[src/rtl/mem_ctrl_pkg.sv]
// Shared widths, state encodings and transfer-length codes for the byte-wide memory controller.
package mem_ctrl_pkg;

    localparam int unsigned RAM_AW = 17;
    localparam int unsigned BYTE_W = 8;
    localparam int unsigned WORD_W = 32;
    localparam int unsigned TAG_W  = WORD_W - 2;
    localparam int unsigned CNT_W  = 3;

    localparam logic [1:0] ST_IDLE = 2'd0;
    localparam logic [1:0] ST_RD   = 2'd1;
    localparam logic [1:0] ST_WR   = 2'd2;

    localparam logic [1:0] LEN_B = 2'b00;
    localparam logic [1:0] LEN_H = 2'b01;
    localparam logic [1:0] LEN_W = 2'b10;

    localparam logic OWN_IF  = 1'b0;
    localparam logic OWN_MEM = 1'b1;

    // Byte count of a transfer; the reserved code 11 behaves as a word.
    function automatic logic [CNT_W-1:0] len_bytes(input logic [1:0] len);
        case (len)
            LEN_B:   return CNT_W'(1);
            LEN_H:   return CNT_W'(2);
            default: return CNT_W'(4);
        endcase
    endfunction

endpackage

[src/rtl/mem_ctrl_if.sv]
// Fetch, data and RAM-port signals of the memory controller; slave = controller view.
interface mem_ctrl_if;
    import mem_ctrl_pkg::*;

    logic                if_req_i;
    logic [WORD_W-1:0]   if_addr_i;
    logic [WORD_W-1:0]   if_data_o;
    logic                if_done_o;
    logic                mem_req_i;
    logic                mem_we_i;
    logic [1:0]          mem_len_i;
    logic [WORD_W-1:0]   mem_addr_i;
    logic [WORD_W-1:0]   mem_wdata_i;
    logic [WORD_W-1:0]   mem_rdata_o;
    logic                mem_done_o;
    logic [RAM_AW-1:0]   ram_addr_o;
    logic [BYTE_W-1:0]   ram_dout_o;
    logic                ram_wr_o;
    logic [BYTE_W-1:0]   ram_din_i;
    logic                if_stall_req_o;
    logic                mem_stall_req_o;

    modport slave (
        input  if_req_i, if_addr_i, mem_req_i, mem_we_i, mem_len_i, mem_addr_i, mem_wdata_i, ram_din_i,
        output if_data_o, if_done_o, mem_rdata_o, mem_done_o, ram_addr_o, ram_dout_o, ram_wr_o,
               if_stall_req_o, mem_stall_req_o
    );

    modport master (
        output if_req_i, if_addr_i, mem_req_i, mem_we_i, mem_len_i, mem_addr_i, mem_wdata_i, ram_din_i,
        input  if_data_o, if_done_o, mem_rdata_o, mem_done_o, ram_addr_o, ram_dout_o, ram_wr_o,
               if_stall_req_o, mem_stall_req_o
    );

endinterface

[src/rtl/mem_ctrl_fetch_buf.sv]
// One-entry instruction fetch buffer: tag compare, fill on RAM fetch, invalidate on overlapping store.
module mem_ctrl_fetch_buf
    import mem_ctrl_pkg::*;
(
    input  logic               clk,
    input  logic               rst_n,
    input  logic               rdy,
    input  logic [TAG_W-1:0]   look_tag,
    output logic               hit_c,
    output logic [WORD_W-1:0]  data,
    input  logic               fill_en,
    input  logic [TAG_W-1:0]   fill_tag,
    input  logic [WORD_W-1:0]  fill_data,
    input  logic               inval_en,
    input  logic [WORD_W-1:0]  inval_addr,
    input  logic [CNT_W-1:0]   inval_len
);
    logic               vld_q;
    logic [TAG_W-1:0]   tag_q;
    logic [WORD_W-1:0]  data_q;
    logic [TAG_W-1:0]   st_tag_c;
    logic               cross_c;
    logic               overlap_c;

    // A store of up to 4 bytes touches at most its own word and the next one.
    assign st_tag_c  = inval_addr[WORD_W-1:2];
    assign cross_c   = (CNT_W'(inval_addr[1:0]) + inval_len) > CNT_W'(4);
    assign overlap_c = (st_tag_c == tag_q) || (cross_c && ((st_tag_c + TAG_W'(1)) == tag_q));

    assign hit_c = vld_q && (tag_q == look_tag);
    assign data  = data_q;

    always_ff @(posedge clk or negedge rst_n) begin
        if (!rst_n) begin
            vld_q  <= 1'b0;
            tag_q  <= '0;
            data_q <= '0;
        end else if (rdy) begin
            if (fill_en) begin
                vld_q  <= 1'b1;
                tag_q  <= fill_tag;
                data_q <= fill_data;
            end else if (inval_en && overlap_c) begin
                vld_q  <= 1'b0;
            end
        end
    end

endmodule

[src/rtl/mem_ctrl.sv]
// Byte-wide memory controller: arbitrates fetch and data requests onto one 8-bit synchronous RAM port.
// Define MEM_CTRL_FETCH_BUF_EN to add a one-entry fetch buffer.
module mem_ctrl
    import mem_ctrl_pkg::*;
(
    input  logic       clk,
    input  logic       rst_n,
    input  logic       rdy,
    mem_ctrl_if.slave  bus
);
    logic [1:0]         state_q, state_d;
    logic               owner_q, owner_d;
    logic [CNT_W-1:0]   cnt_q, cnt_d;
    logic [CNT_W-1:0]   len_q, len_d;
    logic [RAM_AW-1:0]  base_q, base_d;
    logic [WORD_W-1:0]  asm_q, asm_d;
    logic [RAM_AW-1:0]  addr_q, addr_d;
    logic [BYTE_W-1:0]  dout_q, dout_d;
    logic               wr_q, wr_d;
    logic [WORD_W-1:0]  if_data_q, if_data_d;
    logic [WORD_W-1:0]  mem_rdata_q, mem_rdata_d;
    logic               if_done_q, if_done_d;
    logic               mem_done_q, mem_done_d;
    logic [BYTE_W-1:0]  hold_q;
    logic               hold_vld_q;

    logic [BYTE_W-1:0]  din_c;
    logic [RAM_AW-1:0]  next_addr_c;
    logic [1:0]         cap_idx_c;
    logic [WORD_W-1:0]  rd_asm_c;
    logic               buf_hit_c;
    logic [WORD_W-1:0]  buf_data;
    logic               if_done_c;
    logic               mem_done_c;

`ifdef MEM_CTRL_FETCH_BUF_EN
    logic               fill_c;
    logic               inval_c;

    mem_ctrl_fetch_buf u_fetch_buf (
        .clk        (clk),
        .rst_n      (rst_n),
        .rdy        (rdy),
        .look_tag   (bus.if_addr_i[WORD_W-1:2]),
        .hit_c      (buf_hit_c),
        .data       (buf_data),
        .fill_en    (fill_c),
        .fill_tag   (bus.if_addr_i[WORD_W-1:2]),
        .fill_data  (rd_asm_c),
        .inval_en   (inval_c),
        .inval_addr (bus.mem_addr_i),
        .inval_len  (len_bytes(bus.mem_len_i))
    );
`else
    assign buf_hit_c = 1'b0;
    assign buf_data  = '0;
`endif

    // RAM byte currently due for capture; the held copy covers a rdy freeze.
    assign din_c       = hold_vld_q ? hold_q : bus.ram_din_i;
    assign next_addr_c = base_q + RAM_AW'(cnt_q);
    assign cap_idx_c   = 2'(cnt_q - CNT_W'(2));

    always_comb begin
        rd_asm_c = asm_q;
        rd_asm_c[{cap_idx_c, 3'b000} +: BYTE_W] = din_c;
    end

    // Next-state and registered-output logic.
    always_comb begin
        state_d     = state_q;
        owner_d     = owner_q;
        cnt_d       = cnt_q;
        len_d       = len_q;
        base_d      = base_q;
        asm_d       = asm_q;
        addr_d      = addr_q;
        dout_d      = dout_q;
        wr_d        = 1'b0;
        if_done_d   = 1'b0;
        mem_done_d  = 1'b0;
        if_data_d   = if_data_q;
        mem_rdata_d = mem_rdata_q;
`ifdef MEM_CTRL_FETCH_BUF_EN
        fill_c      = 1'b0;
        inval_c     = 1'b0;
`endif
        case (state_q)
            ST_IDLE: begin
                // The done cycle is skipped so a still-held request is re-accepted one cycle later.
                if (!if_done_q && !mem_done_q) begin
                    if (bus.mem_req_i) begin
                        owner_d = OWN_MEM;
                        len_d   = len_bytes(bus.mem_len_i);
                        base_d  = RAM_AW'(bus.mem_addr_i);
                        addr_d  = RAM_AW'(bus.mem_addr_i);
                        cnt_d   = CNT_W'(1);
                        if (bus.mem_we_i) begin
                            state_d = ST_WR;
                            asm_d   = bus.mem_wdata_i;
                            dout_d  = bus.mem_wdata_i[BYTE_W-1:0];
                            wr_d    = 1'b1;
`ifdef MEM_CTRL_FETCH_BUF_EN
                            inval_c = 1'b1;
`endif
                        end else begin
                            state_d = ST_RD;
                            asm_d   = '0;
                        end
                    end else if (bus.if_req_i) begin
                        if (buf_hit_c) begin
                            if_done_d = 1'b1;
                            if_data_d = buf_data;
                        end else begin
                            state_d = ST_RD;
                            owner_d = OWN_IF;
                            len_d   = CNT_W'(4);
                            base_d  = RAM_AW'(bus.if_addr_i);
                            addr_d  = RAM_AW'(bus.if_addr_i);
                            cnt_d   = CNT_W'(1);
                            asm_d   = '0;
                        end
                    end
                end
            end
            ST_RD: begin
                // cnt is the current cycle of the read: address k+1 goes out, byte cnt-2 comes in.
                if (cnt_q >= CNT_W'(2)) asm_d = rd_asm_c;
                if (cnt_q < len_q) addr_d = next_addr_c;
                if (cnt_q == (len_q + CNT_W'(1))) begin
                    state_d = ST_IDLE;
                    cnt_d   = '0;
                    if (owner_q == OWN_IF) begin
                        if_done_d = 1'b1;
                        if_data_d = rd_asm_c;
`ifdef MEM_CTRL_FETCH_BUF_EN
                        fill_c    = 1'b1;
`endif
                    end else begin
                        mem_done_d  = 1'b1;
                        mem_rdata_d = rd_asm_c;
                    end
                end else begin
                    cnt_d = cnt_q + CNT_W'(1);
                end
            end
            ST_WR: begin
                if (cnt_q < len_q) begin
                    addr_d = next_addr_c;
                    dout_d = asm_q[{cnt_q[1:0], 3'b000} +: BYTE_W];
                    wr_d   = 1'b1;
                    cnt_d  = cnt_q + CNT_W'(1);
                end else begin
                    state_d    = ST_IDLE;
                    cnt_d      = '0;
                    mem_done_d = 1'b1;
                end
            end
            default: state_d = ST_IDLE;
        endcase
    end

    always_ff @(posedge clk or negedge rst_n) begin
        if (!rst_n) begin
            state_q     <= ST_IDLE;
            owner_q     <= OWN_IF;
            cnt_q       <= '0;
            len_q       <= '0;
            base_q      <= '0;
            asm_q       <= '0;
            addr_q      <= '0;
            dout_q      <= '0;
            wr_q        <= 1'b0;
            if_data_q   <= '0;
            mem_rdata_q <= '0;
            if_done_q   <= 1'b0;
            mem_done_q  <= 1'b0;
            hold_q      <= '0;
            hold_vld_q  <= 1'b0;
        end else if (rdy) begin
            state_q     <= state_d;
            owner_q     <= owner_d;
            cnt_q       <= cnt_d;
            len_q       <= len_d;
            base_q      <= base_d;
            asm_q       <= asm_d;
            addr_q      <= addr_d;
            dout_q      <= dout_d;
            wr_q        <= wr_d;
            if_data_q   <= if_data_d;
            mem_rdata_q <= mem_rdata_d;
            if_done_q   <= if_done_d;
            mem_done_q  <= mem_done_d;
            hold_vld_q  <= 1'b0;
        end else if (!hold_vld_q) begin
            // The RAM keeps reading the frozen address, so keep the byte that was due.
            hold_q     <= bus.ram_din_i;
            hold_vld_q <= 1'b1;
        end
    end

    assign if_done_c  = if_done_q & rdy;
    assign mem_done_c = mem_done_q & rdy;

    assign bus.ram_addr_o      = addr_q;
    assign bus.ram_dout_o      = dout_q;
    assign bus.ram_wr_o        = wr_q & rdy;
    assign bus.if_data_o       = if_data_q;
    assign bus.if_done_o       = if_done_c;
    assign bus.mem_rdata_o     = mem_rdata_q;
    assign bus.mem_done_o      = mem_done_c;
    assign bus.if_stall_req_o  = bus.if_req_i & ~if_done_c;
    assign bus.mem_stall_req_o = bus.mem_req_i & ~mem_done_c;

endmodule
[src/flat_wrapper.sv]
// flat-port wrapper written by rule: the top's interface ports become plain ports
module mem_ctrl_flat import mem_ctrl_pkg::*;
  (clk, rst_n, rdy, bus_if_req_i, bus_if_addr_i, bus_mem_req_i, bus_mem_we_i, bus_mem_len_i, bus_mem_addr_i, bus_mem_wdata_i, bus_ram_din_i, bus_if_data_o, bus_if_done_o, bus_mem_rdata_o, bus_mem_done_o, bus_ram_addr_o, bus_ram_dout_o, bus_ram_wr_o, bus_if_stall_req_o, bus_mem_stall_req_o);
  mem_ctrl_if bus_i ();
  input  logic clk;
  input  logic rst_n;
  input  logic rdy;
  input wire logic [$bits(bus_i.if_req_i)-1:0] bus_if_req_i;
  input wire logic [$bits(bus_i.if_addr_i)-1:0] bus_if_addr_i;
  input wire logic [$bits(bus_i.mem_req_i)-1:0] bus_mem_req_i;
  input wire logic [$bits(bus_i.mem_we_i)-1:0] bus_mem_we_i;
  input wire logic [$bits(bus_i.mem_len_i)-1:0] bus_mem_len_i;
  input wire logic [$bits(bus_i.mem_addr_i)-1:0] bus_mem_addr_i;
  input wire logic [$bits(bus_i.mem_wdata_i)-1:0] bus_mem_wdata_i;
  input wire logic [$bits(bus_i.ram_din_i)-1:0] bus_ram_din_i;
  output wire logic [$bits(bus_i.if_data_o)-1:0] bus_if_data_o;
  output wire logic [$bits(bus_i.if_done_o)-1:0] bus_if_done_o;
  output wire logic [$bits(bus_i.mem_rdata_o)-1:0] bus_mem_rdata_o;
  output wire logic [$bits(bus_i.mem_done_o)-1:0] bus_mem_done_o;
  output wire logic [$bits(bus_i.ram_addr_o)-1:0] bus_ram_addr_o;
  output wire logic [$bits(bus_i.ram_dout_o)-1:0] bus_ram_dout_o;
  output wire logic [$bits(bus_i.ram_wr_o)-1:0] bus_ram_wr_o;
  output wire logic [$bits(bus_i.if_stall_req_o)-1:0] bus_if_stall_req_o;
  output wire logic [$bits(bus_i.mem_stall_req_o)-1:0] bus_mem_stall_req_o;
  assign bus_i.if_req_i = bus_if_req_i;
  assign bus_i.if_addr_i = bus_if_addr_i;
  assign bus_i.mem_req_i = bus_mem_req_i;
  assign bus_i.mem_we_i = bus_mem_we_i;
  assign bus_i.mem_len_i = bus_mem_len_i;
  assign bus_i.mem_addr_i = bus_mem_addr_i;
  assign bus_i.mem_wdata_i = bus_mem_wdata_i;
  assign bus_i.ram_din_i = bus_ram_din_i;
  assign bus_if_data_o = bus_i.if_data_o;
  assign bus_if_done_o = bus_i.if_done_o;
  assign bus_mem_rdata_o = bus_i.mem_rdata_o;
  assign bus_mem_done_o = bus_i.mem_done_o;
  assign bus_ram_addr_o = bus_i.ram_addr_o;
  assign bus_ram_dout_o = bus_i.ram_dout_o;
  assign bus_ram_wr_o = bus_i.ram_wr_o;
  assign bus_if_stall_req_o = bus_i.if_stall_req_o;
  assign bus_mem_stall_req_o = bus_i.mem_stall_req_o;
  mem_ctrl u_core (.clk(clk), .rst_n(rst_n), .rdy(rdy), .bus(bus_i));
endmodule
[config.mk]
export PLATFORM = sky130hd
export DESIGN_NAME = mem_ctrl_flat
export DESIGN_NICKNAME = d
export VERILOG_FILES = /design/src/rtl/mem_ctrl_pkg.sv /design/src/rtl/mem_ctrl_if.sv /design/src/rtl/mem_ctrl_fetch_buf.sv /design/src/rtl/mem_ctrl.sv /design/src/flat_wrapper.sv
export SDC_FILE = /design/constraint.sdc
export NUM_CORES = 1
export LEC_CHECK = 0
export BUFFER_PORTS_ARGS = -buffer_cell sky130_fd_sc_hd__buf_2
export CAP_MARGIN = 40
export CORE_UTILIZATION = 30
export CTS_BUF_LIST = sky130_fd_sc_hd__clkbuf_8 sky130_fd_sc_hd__clkbuf_16
export DETAILED_ROUTE_END_ITERATION = 8
export REMOVE_ABC_BUFFERS = 1
export SYNTH_ARGS = -nofsm -noshare
export SYNTH_HDL_FRONTEND = slang
export SYNTH_SLANG_ARGS = --single-unit
[constraint.sdc]
create_clock -name clk -period 3.7 [get_ports clk]
set_input_delay 0 -clock clk [delete_from_list [all_inputs] [get_ports clk]]
set_output_delay 0 -clock clk [all_outputs]
set_load 0.05 [all_outputs]
## After elaboration in Yosys (flattened, before gate mapping)

Index checks and enable logic that the tools add are counted.

- Add/sub/neg operators: 5
- Order comparisons: 2
- Equal/unequal tests: 13
- Shift operators: 3
- Muxes and demuxes: 49
- Bitwise logic cells: 8
- Reduce and logical (&&, ||, !) cells: 19

Operator list:

| kind | count |
|---|---|
| $mux W32 | 5 |
| $mux W17 | 4 |
| $pmux W32 S2 | 1 |
| $mux W8 | 5 |
| $pmux W17 S2 | 1 |
| $bwmux W32 | 1 |
| $shift A8 B7 Y32 const A | 1 |
| $shiftx A32 B6 Y8 | 1 |
| $shiftx A8 B7 Y32 | 1 |
| $mux W3 | 7 |
| $add A17 B3 Y17 | 1 |
| $pmux W8 S2 | 1 |
| $reduce_and A4 Y1 | 4 |
| $reduce_and A5 Y1 | 3 |
| $mux W1 | 13 |
| $mux W2 | 6 |
| $ne A2 B1 Y1 const B | 5 |
| $pmux W3 S3 | 1 |
| $reduce_bool A2 Y1 | 4 |
| $neg A5 Y7 | 1 |
| $add A3 B1 Y3 const B | 2 |
| $ne A2 B2 Y1 const B | 3 |
| $pmux W2 S3 | 1 |
| $pmux W3 S2 | 1 |
| other kinds (16) | 26 |

- Flip-flop bits (word level): 159
- Bits of input ports: 112
- Output and inout port bits: 94
- Logic and storage cells: 114

## Logic depth before layout (Yosys ltp)

Gate-level depths: netlist (run 1).

- Depth after elaboration: 6
- Depth in mapped cells: 9
- Mapped depth without buffers: 7

## Least setup slack after synthesis (run 1)

No wires, ideal clock.

- Path kind: flip-flop to flip-flop
- From: register u_core.cnt_q[1]
- To: register u_core.asm_q[20]
- Data arrival time: 2.468 ns
- Required time: 3.622 ns
- Setup slack: 1.154 ns
- Stages on the path, launching flop included: 9
- Clock period less this slack: 2.546 ns
- Cells stage by stage: dfrtp_1 > buf_1 > inv_1 > ha_1 > or4b_2 > clkbuf_1 > o22ai_1 > a221oi_1 > a21oi_1

- Longest elaborated chain between the ends: 6
- Elaborated cells on any way between the ends: 10
- Those cells by class: 2 x add/sub; 1 x order compare; 1 x eq/ne; 2 x shift; 3 x mux; 1 x reduce/logical

RTL lines:

| what | RTL line | source |
|---|---|---|
| from (decl) | mem_ctrl.sv:13 | `logic [CNT_W-1:0] cnt_q, cnt_d;` |
| from (signal assigned) | mem_ctrl.sv:183 | `cnt_q <= cnt_d;` |
| $sub A2 B2 Y2 | mem_ctrl.sv:62 | `assign cap_idx_c = 2'(cnt_q - CNT_W'(2));` |
| $neg A5 Y7 | mem_ctrl.sv:66 | `rd_asm_c[{cap_idx_c, 3'b000} +: BYTE_W] = din_c;` |
| $shiftx A8 B7 Y32 / $shift A8 B7 Y32 (equally long branches) | mem_ctrl.sv:66 |  |
| $bwmux W32 | mem_ctrl.sv:66 |  |
| $mux W32 | mem_ctrl.sv:128 | `if (cnt_q >= CNT_W'(2)) asm_d = rd_asm_c;` |
| $pmux W32 S2 | mem_ctrl.sv:88 | `case (state_q)` |
| to (signal assigned) | mem_ctrl.sv:186 | `asm_q <= asm_d;` |
| to (decl) | mem_ctrl.sv:16 | `logic [WORD_W-1:0] asm_q, asm_d;` |

Parallel ways exist; a longest one is shown, timed or not. The select of a mux whose other input is x is not followed.
A chain may end at the register's enable or synchronous reset.

## Final worst setup path (run 1)

- From: register u_core.cnt_q[1]
- To: register u_core.asm_q[22]

The elaborated chain is that of the path after synthesis.

==> flow_metrics.py, run 1 <==
metrics = {
    "setup_path": {
        "crit_path_cell_trace": "ha_1 > nor3_1 > nand2_1 > o2111ai_4 > buf_4 > a221oi_1 > a21oi_1",
        "path_max_fanout": 36,
        "critical-path-top-delay-family": "flip-flops",
        "cp.depth": 7,
        "cp_data_required_time_ns": 3.99,
        "startpoint_type": "register",
        "r2r_slack_ns": 0.68,
        "cp-end-kind": "register",
        "crit_arrival_ns": 3.31,
        "critPathSlowestCell": "dfrtp_1",
        "slowest_delay_ns": 0.74,
        "path_buf_inv": 1,
        "crit_type": "reg -> reg",
        "reg2regPathDepth": 7,
    },
    "clock_network": {
        "cts-buffers-inserted": 17,
        "worst_skew_pair.late_latency_ns": 0.42,
        "htreeDepth": 4,
        "cts_sinks": 159,
        "cts_tree": "yes",
        "cts.path.max_buffers": 2,
        "clkTransAtPathRegs_ns": 0.07,
        "cts_root_buffer": "clkbuf_16",
        "post-cts-setup-buffers": 0,
    },
    "final_layout": {
        "layout_commonest_cell": "buf_2",
        "fin_nets": 1062,
        "most-common-layout-cells": "buf_2, dfrtp_1, a21oi_1",
        "area_growth_pct": 31.14,
        "postLayoutCellArea_um2": 10400,
        "drive_above_1_share_pct": 27.48,
        "fin_cells": 1282,
    },
    "grt": {
        "grt_pass1_vias": 6463,
        "grt_pass1_wl_um": 35290,
        "antenna_found_initial": 5,
        "grt-ovfl-total": 0,
        "grt.total_usage_pct": 17.22,
        "grt_max_degree": 82,
    },
    "timing": {
        "fmax_mhz": 331.4,
        "skew_ns": 0.01150,
        "worst_slack_ns": 0.6821,
        "finalMaxSlewViolations": 0,
        "fin_crit_sh_pct": 81.56,
        "worst_pin_slew_ns": 0.8170,
        "rsz0062_at_grt": "false",
        "max-slew-margin-rel_pct": 45.51,
        "post-route-min-period_ns": 3.018,
        "setup_violations": 0,
        "hold_violations": 0,
    },
    "detailed_routing": {
        "num_vias": 6374,
        "drtIter0Drc": 396,
        "ant_nets": 0,
        "wirelength_um": 22880,
        "viasPerCell": 4.972,
        "drc": 0,
        "routedWlPerCell_um": 17.85,
        "first_pass_iters": 7,
    },
    "min_path": {
        "hold_depth": 3,
        "hp-class": "in -> reg",
    },
    "yosys": {
        "syn_avg_cell_area_um2": 11.35,
        "synth.distinct_cells": 52,
        "synthSimpleGateAreaFrac_pct": 7.777,
        "synth.top_cells.by_area": "dfrtp_1, mux2_1, a21oi_1, a221oi_1, mux2i_1",
        "yosysSeqAreaShare_pct": 50.17,
        "synthMuxAreaShare_pct": 17.59,
        "synth_warnings": 0,
        "synthAdderAreaFrac_pct": 2.776,
        "synth_xor_area_share_pct": 1.972,
        "async_flop_share_pct": 100.0,
        "yosysTopAreaCell": "dfrtp_1",
        "synth_edf_count": 0,
        "synth-compound-area-share_pct": 14.26,
        "synth_top_area_share_pct": 50.17,
        "synth-seq-cells": 159,
        "synth_top_family_by_area": "multiplexers",
        "synth_cells": 699,
        "syn_area_um2": 7931,
        "ys.flop_type": "dfrtp_1",
    },
    "floorplan": {
        "core-area_um2": 25980,
        "die_h_um": 164.6,
        "io_pins": 206,
        "die_area_um2": 27090,
        "die_w_um": 164.6,
        "initial_utilization_pct": 30.52,
        "rows": 59,
    },
    "pwr": {
        "peakVddDrop_uv": 448.6,
        "leakage_nw": 5.045,
        "p_total_mw": 10.01,
        "power_density_nw_per_um2": 962.3,
    },
    "job": {
        "maxCapViolations": 0,
    },
    "place": {
        "dp.cells": 1178,
        "dpl_worst_slack_ns": 0.6894,
        "place_area_um2": 9116,
        "dpl.hpwl_um": 14890,
        "port-buffer-count": 175,
        "gp_congestion": 0.8029,
    },
    "status": {
        "outcome": "complete, no violations",
    },
}
## worst register-to-register path, stage by stage (launching register included)
cell,delay (ns)
dfrtp_1,0.74
ha_1,0.70
nor3_1,0.11
nand2_1,0.14
o2111ai_4,0.41
buf_4,0.45
a221oi_1,0.29
a21oi_1,0.07
## through the flow
| stage | TNS (ns) | util (%) | hold slack, ns |
|---|---|---|---|
| after floorplan | -9.833 | - | -0.2956 |
| after global placement | 0 | 35.08 | 0.1040 |
| after detailed placement | 0 | 35.08 | 0.1012 |
| after CTS | 0 | 40.02 | 0.004401 |
| after global routing | 0 | 40.03 | 0.03203 |
| final | 0 | 40.03 | 0.02402 |
## cell usage after synthesis (2+ instances only)
cell type / instances
dfrtp_1: 159
a21oi_1: 73
mux2_1: 59
inv_1: 42
nor2_1: 37
a221oi_1: 32
o22ai_1: 32
clkbuf_1: 28
mux2i_1: 28
nand2_1: 28
mux2_2: 24
ha_1: 16
o21ai_0: 16
nand3_1: 11
nor2b_1: 9
and2_1: 8
mux4_2: 8
xor2_1: 8
a21o_1: 7
buf_2: 7
xnor2_1: 7
nor3_1: 6
o211ai_1: 5
a211oi_1: 4
nand3b_1: 4
nand4_1: 4
a31oi_1: 3
buf_6: 3
and3_1: 2
buf_1: 2
buf_12: 2
clkbuf_8: 2
nand2b_1: 2
nor4_1: 2
or3_1: 2
## per-layer routing
metal,wire [µm],global-route usage (%),share of wire (%),vias up
met1,10120,22.16,44,3158
met4,160,4.128,0.70,4
met3,1532,4.495,6.7,15
li1,-,-,-,3011
met2,11050,28.72,48,186
met5,27,0,0.12,-
## cell families (layout without fill, tap and decap cells)
kind of cell / Yosys count / after routing
flops: 159 / 159
buf+inv: 89 / 336
fa+ha+maj: 17 / 17
xor+xnor: 16 / 16
other cells: 0 / 1
mux: 119 / 119
simple gates: 121 / 121
compound gates: 178 / 178
## worst paths after layout
check                                                          start                                   end
worst max-delay path                     u_core.cnt_q[1]$_DFFE_PN0P_          u_core.asm_q[22]$_DFFE_PN0P_
worst min-delay path                                bus_ram_din_i[4]          u_core.hold_q[4]$_DFFE_PN0N_
worst max register to register           u_core.cnt_q[1]$_DFFE_PN0P_          u_core.asm_q[22]$_DFFE_PN0P_
worst min register to register  u_core.bus.ram_addr_o[8]$_DFFE_PN0P_  u_core.bus.ram_addr_o[8]$_DFFE_PN0P_
max in group asynchronous                                      rst_n  u_core.bus.if_data_o[11]$_DFFE_PN0P_
min in group asynchronous                                      rst_n  u_core.bus.ram_addr_o[1]$_DFFE_PN0P_
## sequential cells by signal, summed over array words and instances (netlist names)
register	cells
u_core.asm_q	32
u_core.base_q	17
u_core.bus.if_data_o	32
u_core.bus.mem_rdata_o	32
u_core.bus.ram_addr_o	17
u_core.bus.ram_dout_o	8
u_core.cnt_q	3
u_core.hold_q	8
u_core.hold_vld_q	1
u_core.if_done_q	1
u_core.len_q	3
u_core.mem_done_q	1
u_core.owner_q	1
u_core.state_q	2
u_core.wr_q	1
## report_power, final
group | leakage [nW] | switching (mW) | total (mW) | internal, mW
Clock | 0.291 | 0.749 | 1.74 | 0.993
Sequential | 1.96 | 0.478 | 2.99 | 2.51
Combinational | 2.79 | 3.59 | 5.28 | 1.68
## layout make-up
| class | count | area, µm² |
|---|---|---|
| multi-input cells | 451 | 3550 |
| inverters | 43 | 161.4 |
| fillers | 2589 | 15580 |
| repair buffers | 261 | 1718 |
| diodes | 1 | 2.502 |
| well taps | 335 | 419.2 |
| clock inverters | 15 | 146.4 |
| flip-flops and latches | 159 | 3979 |
| clock buffers | 17 | 425.4 |
## what timing repair did
| action | 4_1_cts | 5_1_grt |
|---|---|---|
| gates resized for setup | 0 | 0 |
| endpoints found under the hold margin | 143 | 0 |
| hold buffers | 71 | 0 |
| setup endpoints to repair | 0 | 0 |
Note: power is estimated with default switching activity, not from simulation.
==> run 2, diff against run 1 <==
- ABC_AREA: unset -> 1
- clock period: 3.7 -> 2.46 ns (I/O delays scaled with it)
==> flow_metrics.py, run 2 <==
metrics = {
    "clock_network": {
        "cts_tree": "yes",
        "cts_root_buffer": "clkbuf_16",
        "post-cts-setup-buffers": 0,
        "worst_skew_pair.late_latency_ns": 0.43,
        "cts_sinks": 159,
        "cts-buffers-inserted": 17,
        "htreeDepth": 4,
        "cts.path.max_buffers": 2,
        "clkTransAtPathRegs_ns": 0.07,
    },
    "grt": {
        "grt_pass1_wl_um": 43500,
        "grt.total_usage_pct": 17.95,
        "grt-ovfl-total": 0,
        "grt_pass1_vias": 8193,
        "antenna_found_initial": 2,
        "grt_max_degree": 79,
    },
    "floorplan": {
        "die_w_um": 174.9,
        "core-area_um2": 29090,
        "die_h_um": 174.9,
        "die_area_um2": 30580,
        "io_pins": 206,
        "rows": 62,
        "initial_utilization_pct": 30.82,
    },
    "yosys": {
        "synth_top_area_share_pct": 44.38,
        "yosysMostFrequentCell": "nand2_1",
        "yosysTopAreaCell": "dfrtp_1",
        "synth_edf_count": 0,
        "async_flop_share_pct": 100.0,
        "synth-seq-cells": 159,
        "yosysSeqAreaShare_pct": 44.38,
        "synth_warnings": 0,
        "synth_cells": 1208,
        "netlist_top_cells_count": "nand2_1, dfrtp_1, nand3_1",
        "synth.top_cells.by_area": "dfrtp_1, nand2_1, nand3_1, inv_1, o21ai_0",
        "synth.distinct_cells": 38,
        "syn_avg_cell_area_um2": 7.422,
        "ys.flop_type": "dfrtp_1",
        "syn_area_um2": 8966,
    },
    "timing": {
        "hold_violations": 0,
        "setup_violations": 0,
        "max-slew-margin-rel_pct": 46.57,
        "fin_crit_sh_pct": 91.28,
        "holdWs_ns": 0.007800,
        "post-route-min-period_ns": 2.246,
        "worst_pin_slew_ns": 0.8006,
        "tns_ns": 0,
        "worst_slack_ns": 0.2144,
        "fmax_mhz": 445.3,
        "rsz0062_at_grt": "false",
        "finalMaxSlewViolations": 0,
        "skew_ns": 0.01395,
    },
    "setup_path": {
        "cp_data_required_time_ns": 2.82,
        "path_max_fanout": 12,
        "reg2regPathDepth": 8,
        "cp-end-kind": "register",
        "crit_arrival_ns": 2.60,
        "startpoint_type": "register",
        "crit_type": "reg -> reg",
    },
    "final_layout": {
        "postLayoutCellArea_um2": 11560,
        "most-common-layout-cells": "nand2_1, buf_2, dfrtp_1",
        "fin_nets": 1576,
        "layout_commonest_cell": "nand2_1",
        "fillers": 3006,
        "area_growth_pct": 28.96,
        "drive_above_1_share_pct": 21.99,
    },
    "min_path": {
        "hold_depth": 5,
        "hp-class": "in -> reg",
    },
    "status": {
        "outcome": "complete, no violations",
    },
    "place": {
        "gp_congestion": 0.8810,
        "port-buffer-count": 175,
        "dpl.hpwl_um": 18960,
        "dpl_worst_slack_ns": 0.2585,
        "place_area_um2": 10200,
    },
    "detailed_routing": {
        "wirelength_um": 26910,
        "drtIter0Drc": 684,
        "routedWlPerCell_um": 14.58,
        "first_pass_iters": 5,
        "ant_nets": 0,
        "drc": 0,
        "num_vias": 8600,
        "viasPerCell": 4.661,
    },
    "pwr": {
        "power_density_nw_per_um2": 1207,
        "p_total_mw": 13.96,
        "peakVddDrop_uv": 542.2,
        "leakage_nw": 5.967,
    },
    "job": {
        "maxCapViolations": 0,
    },
}
-- run 2: final cells by class --
class	instances	area, µm²	share of cell area, %
tap	384	480.5	4.155
inverter	105	396.6	3.430
clock inverter	13	137.6	1.190
antenna	1	2.502	0.02164
clock buffer	19	452.9	3.917
multi-input combinational	887	4238	36.65
timing repair buffer	277	1876	16.22
sequential	159	3979	34.41
-- run 2: worst paths after layout --
kind | slack, ns | endpoint | from
worst max-delay path | 0.21 | u_core.asm_q[5]$_DFFE_PN0P_ | u_core.cnt_q[1]$_DFFE_PN0P_
worst min-delay path | 0.008 | u_core.bus.ram_addr_o[6]$_DFFE_PN0P_ | bus_if_addr_i[6]
worst max register to register | 0.21 | u_core.asm_q[5]$_DFFE_PN0P_ | u_core.cnt_q[1]$_DFFE_PN0P_
worst min register to register | 0.48 | u_core.bus.ram_dout_o[7]$_DFFE_PN0P_ | u_core.bus.ram_dout_o[7]$_DFFE_PN0P_
max in group asynchronous | 1.53 | u_core.base_q[15]$_DFFE_PN0P_ | rst_n
min in group asynchronous | 0.18 | u_core.bus.if_data_o[0]$_DFFE_PN0P_ | rst_n
-- run 2: report_power, final --
group | switching (mW) | internal (mW) | total [mW]
clock network | 1.16 | 1.55 | 2.71
logic | 5.11 | 1.98 | 7.09
registers | 0.646 | 3.51 | 4.15
-- run 2: per-stage QoR --
step                instances  utilization (%)
floorplan                1151                -
global placement         1736            35.08
detailed placement       1736            35.08
CTS                      1844            39.72
global route             1844            39.74
finish                   1845            39.75
-- run 2: cells by family after synthesis --
logic type	count (synthesis)	share of synthesized area [%]
simple gates	672	31.55
xor+xnor	4	0.3908
mux	1	0.1116
compound gates	193	12.70
fa+ha+maj	17	2.456
buf+inv	162	8.415
flops	159	44.38
-- run 2: what timing repair did --
item | in CTS | in global routing
endpoints found under the hold margin | 141 | 0
setup endpoints to repair | 0 | 1
resized for setup | 0 | 1
hold buffers | 76 | 0
-- run 2: routing by layer --
| layer | wire length, µm | part of all wire (%) | track usage, % | up-vias |
|---|---|---|---|---|
| li1 | - | - | - | 4323 |
| met1 | 12300 | 46 | 24.09 | 3975 |
| met2 | 12810 | 48 | 30.19 | 278 |
| met3 | 1526 | 5.7 | 3.220 | 22 |
| met4 | 252 | 0.94 | 3.514 | 2 |
| met5 | 10 | 0.037 | 0 | - |
-- run 2: critical path, stage by stage, from the launching register on --
cell and delay, ns:
dfrtp_1 0.60, ha_1 0.46, inv_2 0.21, nor3_4 0.36, buf_4 0.22, nand2_1 0.05
o211ai_1 0.09, nand3_1 0.08, o21ai_1 0.09
==> run 3, diff against run 2 <==
- CORE_ASPECT_RATIO: unset -> 0.75
==> flow_metrics.py, run 3 (synthesis results as in run 2) <==
metrics = {
    "status": {
        "outcome": "complete, no violations",
    },
    "setup_path": {
        "timing.rr.start": "u_core.cnt_q[1]$_DFFE_PN0P_",
        "r2r-end": "u_core.bus.mem_rdata_o[4]$_DFFE_PN0P_",
        "reg2regPathDepth": 7,
        "cp-end-kind": "register",
        "crit_path_cell_trace": "inv_4 > ha_1 > inv_2 > nor3_4 > nand2_1 > o21a_1 > o21ai_2",
        "path_max_fanout": 15,
        "crit_type": "reg -> reg",
        "startpoint_type": "register",
        "critPathLaunch": "u_core.cnt_q[1]$_DFFE_PN0P_",
        "slowest_delay_ns": 0.57,
        "crit_arrival_ns": 2.63,
        "cp_data_required_time_ns": 2.83,
        "r2r_slack_ns": 0.20,
        "critPathSlowestCell": "dfrtp_1",
    },
    "timing": {
        "setup_violations": 0,
        "worst_slack_ns": 0.2039,
        "fmax_mhz": 443.2,
        "finalMaxSlewViolations": 0,
        "worst_pin_slew_ns": 0.6412,
        "max-slew-margin-rel_pct": 57.25,
        "holdWs_ns": 0.003795,
        "post-route-min-period_ns": 2.256,
        "skew_ns": 0.02160,
        "fin_crit_sh_pct": 91.71,
        "hold_violations": 0,
        "rsz0062_at_grt": "false",
    },
    "final_layout": {
        "most-common-layout-cells": "nand2_1, buf_2, dfrtp_1",
        "diodes": 0,
        "drive_above_1_share_pct": 21.99,
        "layout_commonest_cell": "nand2_1",
        "postLayoutCellArea_um2": 11610,
        "fin_nets": 1580,
        "final_util_pct": 39.67,
        "fillers": 3026,
        "area_growth_pct": 29.44,
    },
    "floorplan": {
        "die_area_um2": 30590,
        "die_h_um": 151.7,
        "initial_utilization_pct": 30.65,
        "rows": 54,
        "io_pins": 206,
        "die_w_um": 201.6,
        "core-area_um2": 29260,
    },
    "clock_network": {
        "htreeDepth": 4,
        "cts_sinks": 159,
        "cts_resized": 0,
        "worst_skew_pair.late_latency_ns": 0.44,
        "cts-buffers-inserted": 17,
        "cts_root_buffer": "clkbuf_16",
        "clkTransAtPathRegs_ns": 0.07,
        "cts.path.max_buffers": 2,
        "cts_tree": "yes",
    },
    "detailed_routing": {
        "ant_nets": 0,
        "drtIter0Drc": 687,
        "wirelength_um": 28280,
        "num_vias": 8734,
        "routedWlPerCell_um": 15.24,
        "first_pass_iters": 5,
        "drc": 0,
        "viasPerCell": 4.706,
    },
    "min_path": {
        "hold_path_end": "u_core.bus.ram_addr_o[1]$_DFFE_PN0P_",
        "hold_depth": 5,
        "hp-class": "in -> reg",
        "hold_path_startpoint": "bus_mem_addr_i[1]",
    },
    "job": {
        "maxCapViolations": 0,
    },
    "pwr": {
        "leakage_nw": 5.990,
        "peakVddDrop_uv": 465.9,
        "combPwrFrac_pct": 50.6,
        "p_int_mw": 7.053,
        "p_sw_share_pct": 50.17,
        "clock_power_share_pct": 19.9,
        "seqPwrFrac_pct": 29.5,
        "power_density_nw_per_um2": 1219,
        "p_sw_mw": 7.100,
    },
    "grt": {
        "grt_pass1_vias": 8086,
        "grt-ovfl-total": 0,
        "antenna_found_initial": 1,
        "grt_max_degree": 67,
        "grt.total_usage_pct": 18.74,
        "grt_pass1_wl_um": 44530,
    },
    "place": {
        "place_area_um2": 10200,
        "gp_congestion": 0.8589,
        "dpl.hpwl_um": 20190,
        "dpl_worst_slack_ns": 0.2501,
        "port-buffer-count": 175,
    },
}
[run 3: changes by cell type in the layout (fill, tap and decap cells not counted), sizes merged]
cell,change
inv,+6
dlygate4sd3,+4
clkbuf,-1
diode,-1
clkinvlp,-2
clkinv,-3
[run 3: power groups by stage]
stage	clock network, mW	registers (mW)	logic (mW)
2_1_floorplan	0	5.74	3.35
3_3_place_gp	0	4.18	6.96
3_5_place_dp	0	4.20	7.04
4_1_cts	2.89	4.16	7.18
5_1_grt	2.99	4.28	7.89
6_report	2.82	4.17	7.16
[run 3: timing repair]
| item | 4_1_cts | 5_1_grt |
|---|---|---|
| hold buffers | 80 | 0 |
| hold endpoints to repair | 177 | 0 |
| endpoints found under the setup margin | 0 | 0 |
| setup buffers | 0 | 0 |
[run 3: routing by layer]
layer  vias to the layer above  wire length, µm  GRT usage, %
met1                      4087            14010         28.26
met5                         -               13             0
met3                        30             1878         3.358
met2                       280            12010         27.02
li1                       4335                -             -
met4                         2              380         5.341
[run 3: final cells by class]
| class | instances | area (µm²) | area share [%] |
|---|---|---|---|
| clock buffer | 18 | 439.2 | 3.784 |
| clock inverter | 14 | 165.2 | 1.423 |
| timing repair buffer | 281 | 1903 | 16.40 |
| tap | 392 | 490.5 | 4.226 |
| sequential | 159 | 3979 | 34.28 |
| multi-input combinational | 887 | 4233 | 36.47 |
| inverter | 105 | 396.6 | 3.417 |
[run 3: critical path, delay by kind of cell, from the launching register on]
kind,cells,cell delay [ns]
adders and majority gates,1,0.45
and+or+nand+nor,2,0.70
DFF,1,0.57
AOI/OAI and AO/OA,2,0.31
buffers and inverters,2,0.16
[run 3: worst max-delay path by stage]
| stage | endpoint |
|---|---|
| CTS | u_core.len_q[0]$_DFFE_PN0P_ |
| floorplan | u_core.bus.if_data_o[0]$_DFFE_PN0P_ |
| global placement | u_core.bus.mem_rdata_o[4]$_DFFE_PN0P_ |
| detailed placement | u_core.bus.if_data_o[4]$_DFFE_PN0P_ |
| finish | u_core.bus.mem_rdata_o[4]$_DFFE_PN0P_ |
| global route | u_core.len_q[0]$_DFFE_PN0P_ |
[run 3: stage by stage]
stage,TNS (ns),instances,power [mW]
after floorplan,-61.47,1151,9.094
after global placement,0,1744,11.14
after detailed placement,0,1744,11.23
after CTS,0,1856,14.22
after global routing,0,1856,15.16
final,0,1856,14.15
